==> config.mk <==
export PLATFORM = sky130hd
export DESIGN_NAME = button_press_classifier_flat
export DESIGN_NICKNAME = d
export VERILOG_FILES = /design/src/rtl/button_press_classifier_if.sv /design/src/rtl/button_press_classifier.sv /design/src/flat_wrapper.sv
export SDC_FILE = /design/constraint.sdc
export NUM_CORES = 1
export LEC_CHECK = 0
export ABC_AREA = 1
export CELL_PAD_IN_SITES_DETAIL_PLACEMENT = 1
export CELL_PAD_IN_SITES_GLOBAL_PLACEMENT = 2
export CORE_MARGIN = 8
export CORE_UTILIZATION = 37
export CTS_CLUSTER_DIAMETER = 60
export CTS_CLUSTER_SIZE = 10
export DETAILED_ROUTE_END_ITERATION = 10
export PLACE_DENSITY = 0.91
export SYNTH_ARGS = -nofsm -noshare
export SYNTH_HDL_FRONTEND = slang
export SYNTH_SLANG_ARGS = --single-unit
export TNS_END_PERCENT = 5
==> constraint.sdc <==
create_clock -name clk -period 3.3 [get_ports clk]
set_clock_uncertainty 0.15 [all_clocks]
set_input_delay 0.33 -clock clk [delete_from_list [all_inputs] [get_ports clk]]
set_output_delay 0.33 -clock clk [all_outputs]
set_load 0.03 [all_outputs]
==> src/rtl/button_press_classifier_if.sv <==
// Button-bank bus: tick strobe and raw buttons in, debounced levels and
// one-clock press-class event pulses out.
interface button_press_classifier_if #(
  parameter int N_CH = 4
);
  logic            tick;
  logic [N_CH-1:0] pb;
  logic [N_CH-1:0] pressed;
  logic [N_CH-1:0] is_long;
  logic [N_CH-1:0] short_pulse;
  logic [N_CH-1:0] long_pulse;
  logic [N_CH-1:0] repeat_pulse;

  // master: the button/tick source that consumes the events
  modport master (
    output tick, pb,
    input  pressed, is_long, short_pulse, long_pulse, repeat_pulse
  );

  // slave: the classifier itself
  modport slave (
    input  tick, pb,
    output pressed, is_long, short_pulse, long_pulse, repeat_pulse
  );
endinterface

==> src/rtl/button_press_classifier.sv <==
// Multi-channel push-button front end: sync, tick-based debounce and
// short / long / auto-repeat press classification per channel.
module bpc_chan #(
  parameter int DEB_TICKS    = 2,
  parameter int LONG_TICKS   = 10,
  parameter int REPEAT_TICKS = 3,
  parameter int CNT_W        = 8
) (
  input  logic clk,
  input  logic rst_n,
  input  logic tick_i,
  input  logic pb_i,
  output logic pressed_o,
  output logic is_long_o,
  output logic short_o,
  output logic long_o,
  output logic repeat_o
);
  typedef enum logic [1:0] {S_IDLE, S_PRESS, S_LONG} state_e;

  localparam logic [CNT_W-1:0] DEB_C  = CNT_W'(DEB_TICKS);
  localparam logic [CNT_W-1:0] LONG_C = CNT_W'(LONG_TICKS);
  localparam logic [CNT_W-1:0] REP_C  = CNT_W'(REPEAT_TICKS);
  localparam logic [CNT_W-1:0] ONE_C  = CNT_W'(1);

  state_e           state_q, state_d;
  logic [1:0]       sync_q, sync_d;
  logic             pressed_q, pressed_d;
  logic [CNT_W-1:0] deb_cnt_q, deb_cnt_d;
  logic [CNT_W-1:0] hold_cnt_q, hold_cnt_d;
  logic [CNT_W-1:0] rep_cnt_q, rep_cnt_d;
  logic             short_q, short_d;
  logic             long_q, long_d;
  logic             repeat_q, repeat_d;

  logic             pb_s;
  logic             rise, fall;
  logic [CNT_W-1:0] deb_inc, hold_inc, rep_inc;

  assign sync_d   = {sync_q[0], pb_i};
  assign pb_s     = sync_q[1];
  assign deb_inc  = deb_cnt_q + ONE_C;
  assign hold_inc = hold_cnt_q + ONE_C;
  assign rep_inc  = rep_cnt_q + ONE_C;

  // Debounce: a differing level must be seen on DEB_TICKS consecutive ticks.
  always_comb begin
    pressed_d = pressed_q;
    deb_cnt_d = deb_cnt_q;
    if (tick_i) begin
      if (pb_s != pressed_q) begin
        if (deb_inc == DEB_C) begin
          pressed_d = ~pressed_q;
          deb_cnt_d = '0;
        end else begin
          deb_cnt_d = deb_inc;
        end
      end else begin
        deb_cnt_d = '0;
      end
    end
  end

  // Edges come from the next-state level so the FSM reacts on the same tick.
  assign rise = pressed_d & ~pressed_q;
  assign fall = ~pressed_d & pressed_q;

  always_comb begin
    state_d    = state_q;
    hold_cnt_d = hold_cnt_q;
    rep_cnt_d  = rep_cnt_q;
    short_d    = 1'b0;
    long_d     = 1'b0;
    repeat_d   = 1'b0;
    unique case (state_q)
      S_IDLE: begin
        if (rise) begin
          state_d    = S_PRESS;
          hold_cnt_d = '0;
        end
      end
      S_PRESS: begin
        // A release on the threshold tick wins: short only, never long.
        if (fall) begin
          state_d = S_IDLE;
          short_d = 1'b1;
        end else if (tick_i) begin
          if (hold_inc == LONG_C) begin
            state_d   = S_LONG;
            long_d    = 1'b1;
            rep_cnt_d = '0;
          end else begin
            hold_cnt_d = hold_inc;
          end
        end
      end
      S_LONG: begin
        if (fall) begin
          state_d = S_IDLE;
        end else if (tick_i && (REPEAT_TICKS != 0)) begin
          if (rep_inc == REP_C) begin
            repeat_d  = 1'b1;
            rep_cnt_d = '0;
          end else begin
            rep_cnt_d = rep_inc;
          end
        end
      end
      default: state_d = S_IDLE;
    endcase
  end

  always_ff @(posedge clk) begin
    if (!rst_n) begin
      state_q    <= S_IDLE;
      sync_q     <= '0;
      pressed_q  <= 1'b0;
      deb_cnt_q  <= '0;
      hold_cnt_q <= '0;
      rep_cnt_q  <= '0;
      short_q    <= 1'b0;
      long_q     <= 1'b0;
      repeat_q   <= 1'b0;
    end else begin
      state_q    <= state_d;
      sync_q     <= sync_d;
      pressed_q  <= pressed_d;
      deb_cnt_q  <= deb_cnt_d;
      hold_cnt_q <= hold_cnt_d;
      rep_cnt_q  <= rep_cnt_d;
      short_q    <= short_d;
      long_q     <= long_d;
      repeat_q   <= repeat_d;
    end
  end

  assign pressed_o = pressed_q;
  assign is_long_o = (state_q == S_LONG);
  assign short_o   = short_q;
  assign long_o    = long_q;
  assign repeat_o  = repeat_q;
endmodule

module button_press_classifier #(
  parameter int N_CH         = 4,
  parameter int DEB_TICKS    = 2,
  parameter int LONG_TICKS   = 10,
  parameter int REPEAT_TICKS = 3,
  parameter int CNT_W        = 8
) (
  input logic                          clk,
  input logic                          rst_n,
  button_press_classifier_if.slave     bus
);
  logic [N_CH-1:0] pressed_w, is_long_w, short_w, long_w, repeat_w;

  for (genvar c = 0; c < N_CH; c++) begin : g_ch
    bpc_chan #(
      .DEB_TICKS   (DEB_TICKS),
      .LONG_TICKS  (LONG_TICKS),
      .REPEAT_TICKS(REPEAT_TICKS),
      .CNT_W       (CNT_W)
    ) u_ch (
      .clk      (clk),
      .rst_n    (rst_n),
      .tick_i   (bus.tick),
      .pb_i     (bus.pb[c]),
      .pressed_o(pressed_w[c]),
      .is_long_o(is_long_w[c]),
      .short_o  (short_w[c]),
      .long_o   (long_w[c]),
      .repeat_o (repeat_w[c])
    );
  end

  assign bus.pressed      = pressed_w;
  assign bus.is_long      = is_long_w;
  assign bus.short_pulse  = short_w;
  assign bus.long_pulse   = long_w;
  assign bus.repeat_pulse = repeat_w;
endmodule

==> src/flat_wrapper.sv <==
// flat-port wrapper written by rule: the top's interface ports become plain ports
module button_press_classifier_flat 
#(
  parameter int N_CH         = 4,
  parameter int DEB_TICKS    = 2,
  parameter int LONG_TICKS   = 10,
  parameter int REPEAT_TICKS = 3,
  parameter int CNT_W        = 8
)
  (clk, rst_n, bus_tick, bus_pb, bus_pressed, bus_is_long, bus_short_pulse, bus_long_pulse, bus_repeat_pulse);
  button_press_classifier_if #(.N_CH(N_CH)) bus_i ();
  input logic clk;
  input logic rst_n;
  input wire logic [$bits(bus_i.tick)-1:0] bus_tick;
  input wire logic [$bits(bus_i.pb)-1:0] bus_pb;
  output wire logic [$bits(bus_i.pressed)-1:0] bus_pressed;
  output wire logic [$bits(bus_i.is_long)-1:0] bus_is_long;
  output wire logic [$bits(bus_i.short_pulse)-1:0] bus_short_pulse;
  output wire logic [$bits(bus_i.long_pulse)-1:0] bus_long_pulse;
  output wire logic [$bits(bus_i.repeat_pulse)-1:0] bus_repeat_pulse;
  assign bus_i.tick = bus_tick;
  assign bus_i.pb = bus_pb;
  assign bus_pressed = bus_i.pressed;
  assign bus_is_long = bus_i.is_long;
  assign bus_short_pulse = bus_i.short_pulse;
  assign bus_long_pulse = bus_i.long_pulse;
  assign bus_repeat_pulse = bus_i.repeat_pulse;
  button_press_classifier #(.N_CH(N_CH), .DEB_TICKS(DEB_TICKS), .LONG_TICKS(LONG_TICKS), .REPEAT_TICKS(REPEAT_TICKS), .CNT_W(CNT_W)) u_core (.clk(clk), .rst_n(rst_n), .bus(bus_i));
endmodule
==> Word level (Yosys, flattened, before mapping) <==
Cells that the tools add are included.
{ "totals": {"reg_bits": 128, "in_bits": 7, "out_inout_bits": 20, "wordCells": 278} }
{ "op_classes": {"addsub": 12, "eq_ne": 64, "n_mux": 104, "bitwise_logic": 26, "n_reduce_logical": 36} }
{ "op_table": {"columns": ["op", "count"], "rows": [
  ["2-to-1 mux 8 bit", 48],
  ["case mux 8 bit (2 select lines)", 8],
  ["adder 8 x 1 -> 8 bit (second input constant)", 12],
  ["== test 8 x 2 -> 1 bit (second input constant)", 8],
  ["inequality test 2 bit (second input constant)", 28],
  ["2-to-1 mux 2 bit", 20],
  ["== test 8 x 4 -> 1 bit (second input constant)", 4],
  ["OR reduction 4 bit", 8],
  ["2-to-1 mux 1 bit", 24],
  ["inequality test 3 bit (second input constant)", 8],
  ["case mux 2 bit (3 select lines)", 4],
  ["AND reduction 6 bit", 4],
  ["AND reduction 5 bit", 4],
  ["inverter 1 bit", 18],
  ["AND reduction 4 bit", 4],
  ["nonzero test 2 bit", 8],
  ["bitwise AND 1 bit", 8],
  ["== test 2 x 1 -> 1 bit (second input constant)", 4],
  ["== test 2 bit (second input constant)", 4],
  ["logical NOT 2 bit", 4],
  ["inequality test 2 x 1 -> 1 bit (second input constant)", 4],
  ["AND reduction 2 bit", 4],
  ["inequality test 1 bit", 4]
]} }

==> Depth between registers and ports, before layout <==
{ "depth": {"word_depth": 9, "ltp_mapped": 15, "mapped_depth_nobuf": 15} }

==> Modules after synthesis <==
From an unflattened synthesis, not the netlist that was laid out.
{ "unflattened": {"cells_unflattened": 1202, "hier_area_um2": 7926.4} }
{ "modules_own_cells": {"columns": ["module", "n_inst", "cells_each", "area_each_um2", "seq_area_each_um2"], "rows": [
  ["bpc_chan at u_core.g_ch[1].u_ch ...", 3, 303, 1984.4, 640.6],
  ["bpc_chan at u_core.g_ch[0].u_ch", 1, 293, 1973.1, 640.6]
]} }

==> Least setup slack after synthesis <==
OpenSTA, ideal clock, no wires.
{ "synth_timing": {"path_kind": "reg-to-reg", "startpoint": "register u_core.g_ch[2].u_ch.deb_cnt_q[0]", "endpoint": "register u_core.g_ch[2].u_ch.hold_cnt_q[1]", "setup_ns": 0.128, "arrival_time_ns": 1.814, "required_time_ns": 3.022, "path_slack_ns": 1.208, "stages_incl_launch_ff": 15, "path_cell_list": "dfxtp_1 ha_1 or2_2 nand2_1 nand3_1 nor2_1 nand2_1 nor2_4 nand3_4 nand2_4 nand2_4 nand2_4 nand2_1 nand2_1 nor2_1"} }
{ "synth_between": {"elab_chain_len": 9, "word_cells_on_any_way": 11} }
{ "synth_lines": {"columns": ["item", "line_no", "text"], "rows": [
  ["start, declared", "button_press_classifier.sv:29", "logic [CNT_W-1:0] deb_cnt_q, deb_cnt_d;"],
  ["start signal, assigned", "button_press_classifier.sv:128", "deb_cnt_q <= deb_cnt_d;"],
  ["adder 8 x 1 -> 8 bit (*)", "button_press_classifier.sv:42", "assign deb_inc = deb_cnt_q + ONE_C;"],
  ["== test 8 x 2 -> 1 bit (*)", "button_press_classifier.sv:52", "if (deb_inc == DEB_C) begin"],
  ["2-to-1 mux 1 bit (*)", "button_press_classifier.sv:52", null],
  ["2-to-1 mux 1 bit (*)", "button_press_classifier.sv:51", "if (pb_s != pressed_q) begin"],
  ["2-to-1 mux 1 bit (*)", "button_press_classifier.sv:50", "if (tick_i) begin"],
  ["inverter 1 bit", "button_press_classifier.sv:66", "assign fall = ~pressed_d & pressed_q;"],
  ["bitwise AND 1 bit", "button_press_classifier.sv:66", null],
  ["inequality test 2 bit (no source line)", null, null],
  ["AND reduction 5 bit (no source line) (*)", null, null],
  ["end signal, assigned", "button_press_classifier.sv:129", "hold_cnt_q <= hold_cnt_d;"],
  ["end, declared", "button_press_classifier.sv:30", "logic [CNT_W-1:0] hold_cnt_q, hold_cnt_d;"]
]} }
Every way passes the cells marked *; elsewhere a longest branch is shown, timed or not.
A chain may end at the register's enable or synchronous reset.

==> Worst setup path after layout <==
{ "layout_timing": {"startpoint": "register u_core.g_ch[2].u_ch.state_q[1]", "endpoint": "output bus_is_long[2]"} }
{ "layout_between": {"elab_chain_len": 1} }
{ "layout_lines": {"columns": ["item", "line_no", "text"], "rows": [
  ["start, declared", "button_press_classifier.sv:26", "state_e state_q, state_d;"],
  ["start signal, assigned", "button_press_classifier.sv:125", "state_q <= state_d;"],
  ["== test 2 bit", "button_press_classifier.sv:138", "assign is_long_o = (state_q == S_LONG);"],
  ["end, declared", "flat_wrapper.sv:17", "output wire logic [$bits(bus_i.is_long)-1:0] bus_is_long;"]
]} }
No other way between the ends.

==> flow_summary_export.csv <==
group,metric,value,unit
worst_setup_path,required,2.82,ns
grt,globalRoute.totalOverflow,0,
clocking,clkTransAtPathRegs,0.06,ns
logic_synthesis,syn_area,7513,sq um
grt,grt_pass1_vias,7091,
cells_and_area,nNetsFinal,1200,
grt,antenna_found_initial,0,
floorplanning,coreArea,20100,sq um
timing,tightest_slew,0.6561,ns
worst_setup_path,endpoint_kind,"output port",
cells_and_area,fin_cells,1451,
clocking,htree_levels,4,
clocking,cts-buffers-inserted,17,
clocking,cts_setup_buffers,0,
grt,track_usage,15.93,%
worst_setup_path,path_buf_inv,2,
clocking,holdBufCountCts,0,
timing,final_hold_viol_count,0,
timing,fmax,0.4015,GHz
logic_synthesis,synth-edff-count,0,
logic_synthesis,netlist_instances,1156,
worst_setup_path,crit_chain,"inv_1 > nor2_1 > clkdlybuf4s50_1",
timing,period_share,75.47,%
worst_setup_path,max_stage_delay,0.78,ns
min_path,hp-class,"in -> reg",
logic_synthesis,ys_types,41,
outcome,status,"finished, final reports clean",
power,leakagePower,3.493,nW
clocking,cts_tree,"built",
run,cap_violations,0,
detailed_routing,drcViolationCount,0,
detailed_routing,vias,6970,
worst_setup_path,worstPathMaxFanout,5,
worst_setup_path,cp-start-kind,"flop",
floorplanning,io_pins,27,
worst_setup_path,cp.arrival,2.01,ns
logic_synthesis,synth_flop_cell,"dfxtp_1",
power,max-vdd-ir-drop,0.3506,mV
timing,rsz0062_at_grt,"no",
timing,finalSetupTns,0,ns
logic_synthesis,synth-async-reset-ratio,0,%
detailed_routing,drtAntennaViolNets,0,
floorplanning,die_width,158.5,um
floorplanning,rows,52,
worst_setup_path,crit_type,"reg -> out",
cells_and_area,drive_gt1_share,7.282,%
detailed_routing,drtIter0Drc,228,
timing,setup_viol,0,
logic_synthesis,ys_seq_area_share,34.10,%
detailed_routing,wirelength,18480,um
cells_and_area,filler_cell_count,2664,
place,port_buffers,26,
place,dp_cells,1420,
logic_synthesis,synth-seq-cells,128,
clocking,cts_resized,0,
place,dp_hpwl,13410,um
grt,grt_pass1_wl,33000,um
place,place_congestion,0.8067,
clocking,clock_latency,0.42,ns
power,powerDensity,544.0,nW/um^2
detailed_routing,viasPerCell,4.804,
clocking,clockBufferDepth,2,
clocking,clock_sinks,128,
cells_and_area,diodes,0,
timing,min_period,2.491,ns
detailed_routing,drt-wirelength-per-cell,12.74,um
logic_synthesis,avgSynthCellArea,6.500,sq um
grt,grt_start_max_net_pins,40,
timing,slew_viol_final,0,
clocking,clockRootBuffer,"clkbuf_16",
floorplanning,dieArea,25120,sq um
detailed_routing,firstDrtPassIters,4,
floorplanning,chipHeight,158.5,um
worst_setup_path,slowest_stage,"clkdlybuf4s50_1",
cells_and_area,synthToLayoutAreaGrowth,12.76,%
floorplanning,initial_utilization,37.37,%
worst_setup_path,crit_family,"buffers and inverters",
logic_synthesis,synth_warnings,0,
timing,slew-limit-headroom,56.21,%
logic_synthesis,syn_nets,1187,
-- synthesized netlist by cell type, types with 3 or more instances --
| library cell | number | area (sq um) |
|---|---|---|
| a21oi_1 | 52 | 260.3 |
| inv_1 | 136 | 510.5 |
| a211oi_1 | 3 | 22.52 |
| xor2_1 | 38 | 332.8 |
| ha_1 | 24 | 300.3 |
| nand3b_1 | 5 | 37.54 |
| buf_4 | 21 | 157.7 |
| nor2_1 | 175 | 656.9 |
| clkbuf_1 | 17 | 63.81 |
| o21ai_0 | 24 | 120.1 |
| xnor2_1 | 11 | 96.34 |
| nor3_1 | 15 | 75.07 |
| or2_2 | 12 | 75.07 |
| nand2_1 | 322 | 1209 |
| nand2_4 | 6 | 67.56 |
| nand2_2 | 9 | 56.30 |
| nor2_2 | 8 | 50.05 |
| nand4_1 | 18 | 112.6 |
| dfxtp_1 | 128 | 2562 |
| nand3_1 | 102 | 510.5 |
| buf_1 | 3 | 11.26 |
-- where the power goes --
| part | switching (mW) | total (mW) | internal [mW] |
|---|---|---|---|
| Sequential | 0.127 | 1.81 | 1.69 |
| Combinational | 0.722 | 1.09 | 0.366 |
| Clock | 0.680 | 1.71 | 1.03 |
| Total | 1.53 | 4.61 | 3.08 |
-- state kept, by name (all words and copies together), names as in the netlist --
register and cells:
u_core.g_ch.u_ch.state_q 8, u_core.g_ch.u_ch.pressed_o 4, u_core.g_ch.u_ch.sync_q 8, u_core.g_ch.u_ch.rep_cnt_q 32, u_core.g_ch.u_ch.deb_cnt_q 32, u_core.g_ch.u_ch.short_o 4
u_core.g_ch.u_ch.repeat_o 4, u_core.g_ch.u_ch.hold_cnt_q 32, u_core.g_ch.u_ch.long_o 4
-- final timing paths --
kind,end,start,slack (ns),cells past startpoint
worst min-delay path,u_core.g_ch[3].u_ch.sync_q[0]$_SDFF_PN0_,rst_n,0.09,3
worst max register to register,u_core.g_ch[1].u_ch.hold_cnt_q[2]$_SDFFE_PN0P_,u_core.g_ch[1].u_ch.deb_cnt_q[0]$_SDFFE_PN0P_,0.82,12
worst min register to register,u_core.g_ch[1].u_ch.sync_q[1]$_SDFF_PN0_,u_core.g_ch[1].u_ch.sync_q[0]$_SDFF_PN0_,0.26,2
worst max-delay path,bus_is_long[2],u_core.g_ch[2].u_ch.state_q[1]$_SDFFE_PN0P_,0.81,3
-- final cells by class --
class	instances	area, sq um	area share [%]
multi-input combinational	846	4188	49.43
sequential	128	2562	30.25
inverter	140	525.5	6.203
clock buffer	25	495.5	5.848
tap	270	337.8	3.988
timing repair buffer	36	330.3	3.899
clock inverter	6	32.53	0.3840
-- per-stage QoR --
stage	power, mW	hold slack [ns]	util [%]	cell area (sq um)	worst slack [ns]
2_1_floorplan	2.668	0.2405	-	7513	1.208
3_3_place_gp	2.909	0.2436	39.51	7944	0.8124
3_5_place_dp	2.943	0.2578	39.51	7944	0.7866
4_1_cts	4.684	0.08846	42.14	8472	0.7777
5_1_grt	4.950	0.1070	42.14	8472	0.4668
6_report	4.608	0.09135	42.14	8472	0.8095
-- worst register-to-register path, stage by stage (launching register included) --
cell and delay, ns:
dfxtp_1 0.40, ha_1 0.20, nand3_1 0.11, xor2_1 0.23
nand3_1 0.12, nor2_1 0.11, nand2_1 0.13, o21ai_2 0.24
nand2_2 0.19, nand2_1 0.28, nand2_1 0.08, nand2_1 0.07
nor2_1 0.04
-- cells in the final DEF (no fill, tap or decap), types with 5 or more instances in the layout --
cell type / Yosys / routed
nor3_1: 15 / 15
ha_1: 24 / 24
nor2_2: 8 / 8
inv_1: 136 / 136
clkbuf_16: 0 / 17
clkdlybuf4s50_1: 0 / 25
nand4_1: 18 / 18
nand3_1: 102 / 102
clkinv_2: 0 / 5
a21oi_1: 52 / 52
nor2_1: 175 / 175
or2_2: 12 / 12
o21ai_0: 24 / 24
dfxtp_1: 128 / 128
nand3b_1: 5 / 5
nand2_2: 9 / 9
nand2_4: 6 / 6
nand2_1: 322 / 322
xor2_1: 38 / 38
buf_4: 21 / 10
xnor2_1: 11 / 11
-- cells by family (layout without fill, tap and decap cells) --
kind of cell | after synthesis | after routing | synth area share [%]
compound gates | 92 | 92 | 6.895
xor+xnor | 49 | 49 | 5.712
fa+ha+maj | 24 | 24 | 3.997
buf+inv | 182 | 207 | 10.16
flops | 128 | 128 | 34.10
simple gates | 681 | 681 | 39.13
-- metal layers --
| metal | part of all wire (%) | vias up | global-route usage (%) |
|---|---|---|---|
| li1 | - | 3633 | - |
| met5 | 0 | - | 0 |
| met2 | 48 | 29 | 27.54 |
| met3 | 1.6 | 17 | 2.959 |
| met1 | 50 | 3291 | 19.66 |
| met4 | 1.3 | 0 | 4.984 |
Note: power is estimated with default switching activity, not from simulation.
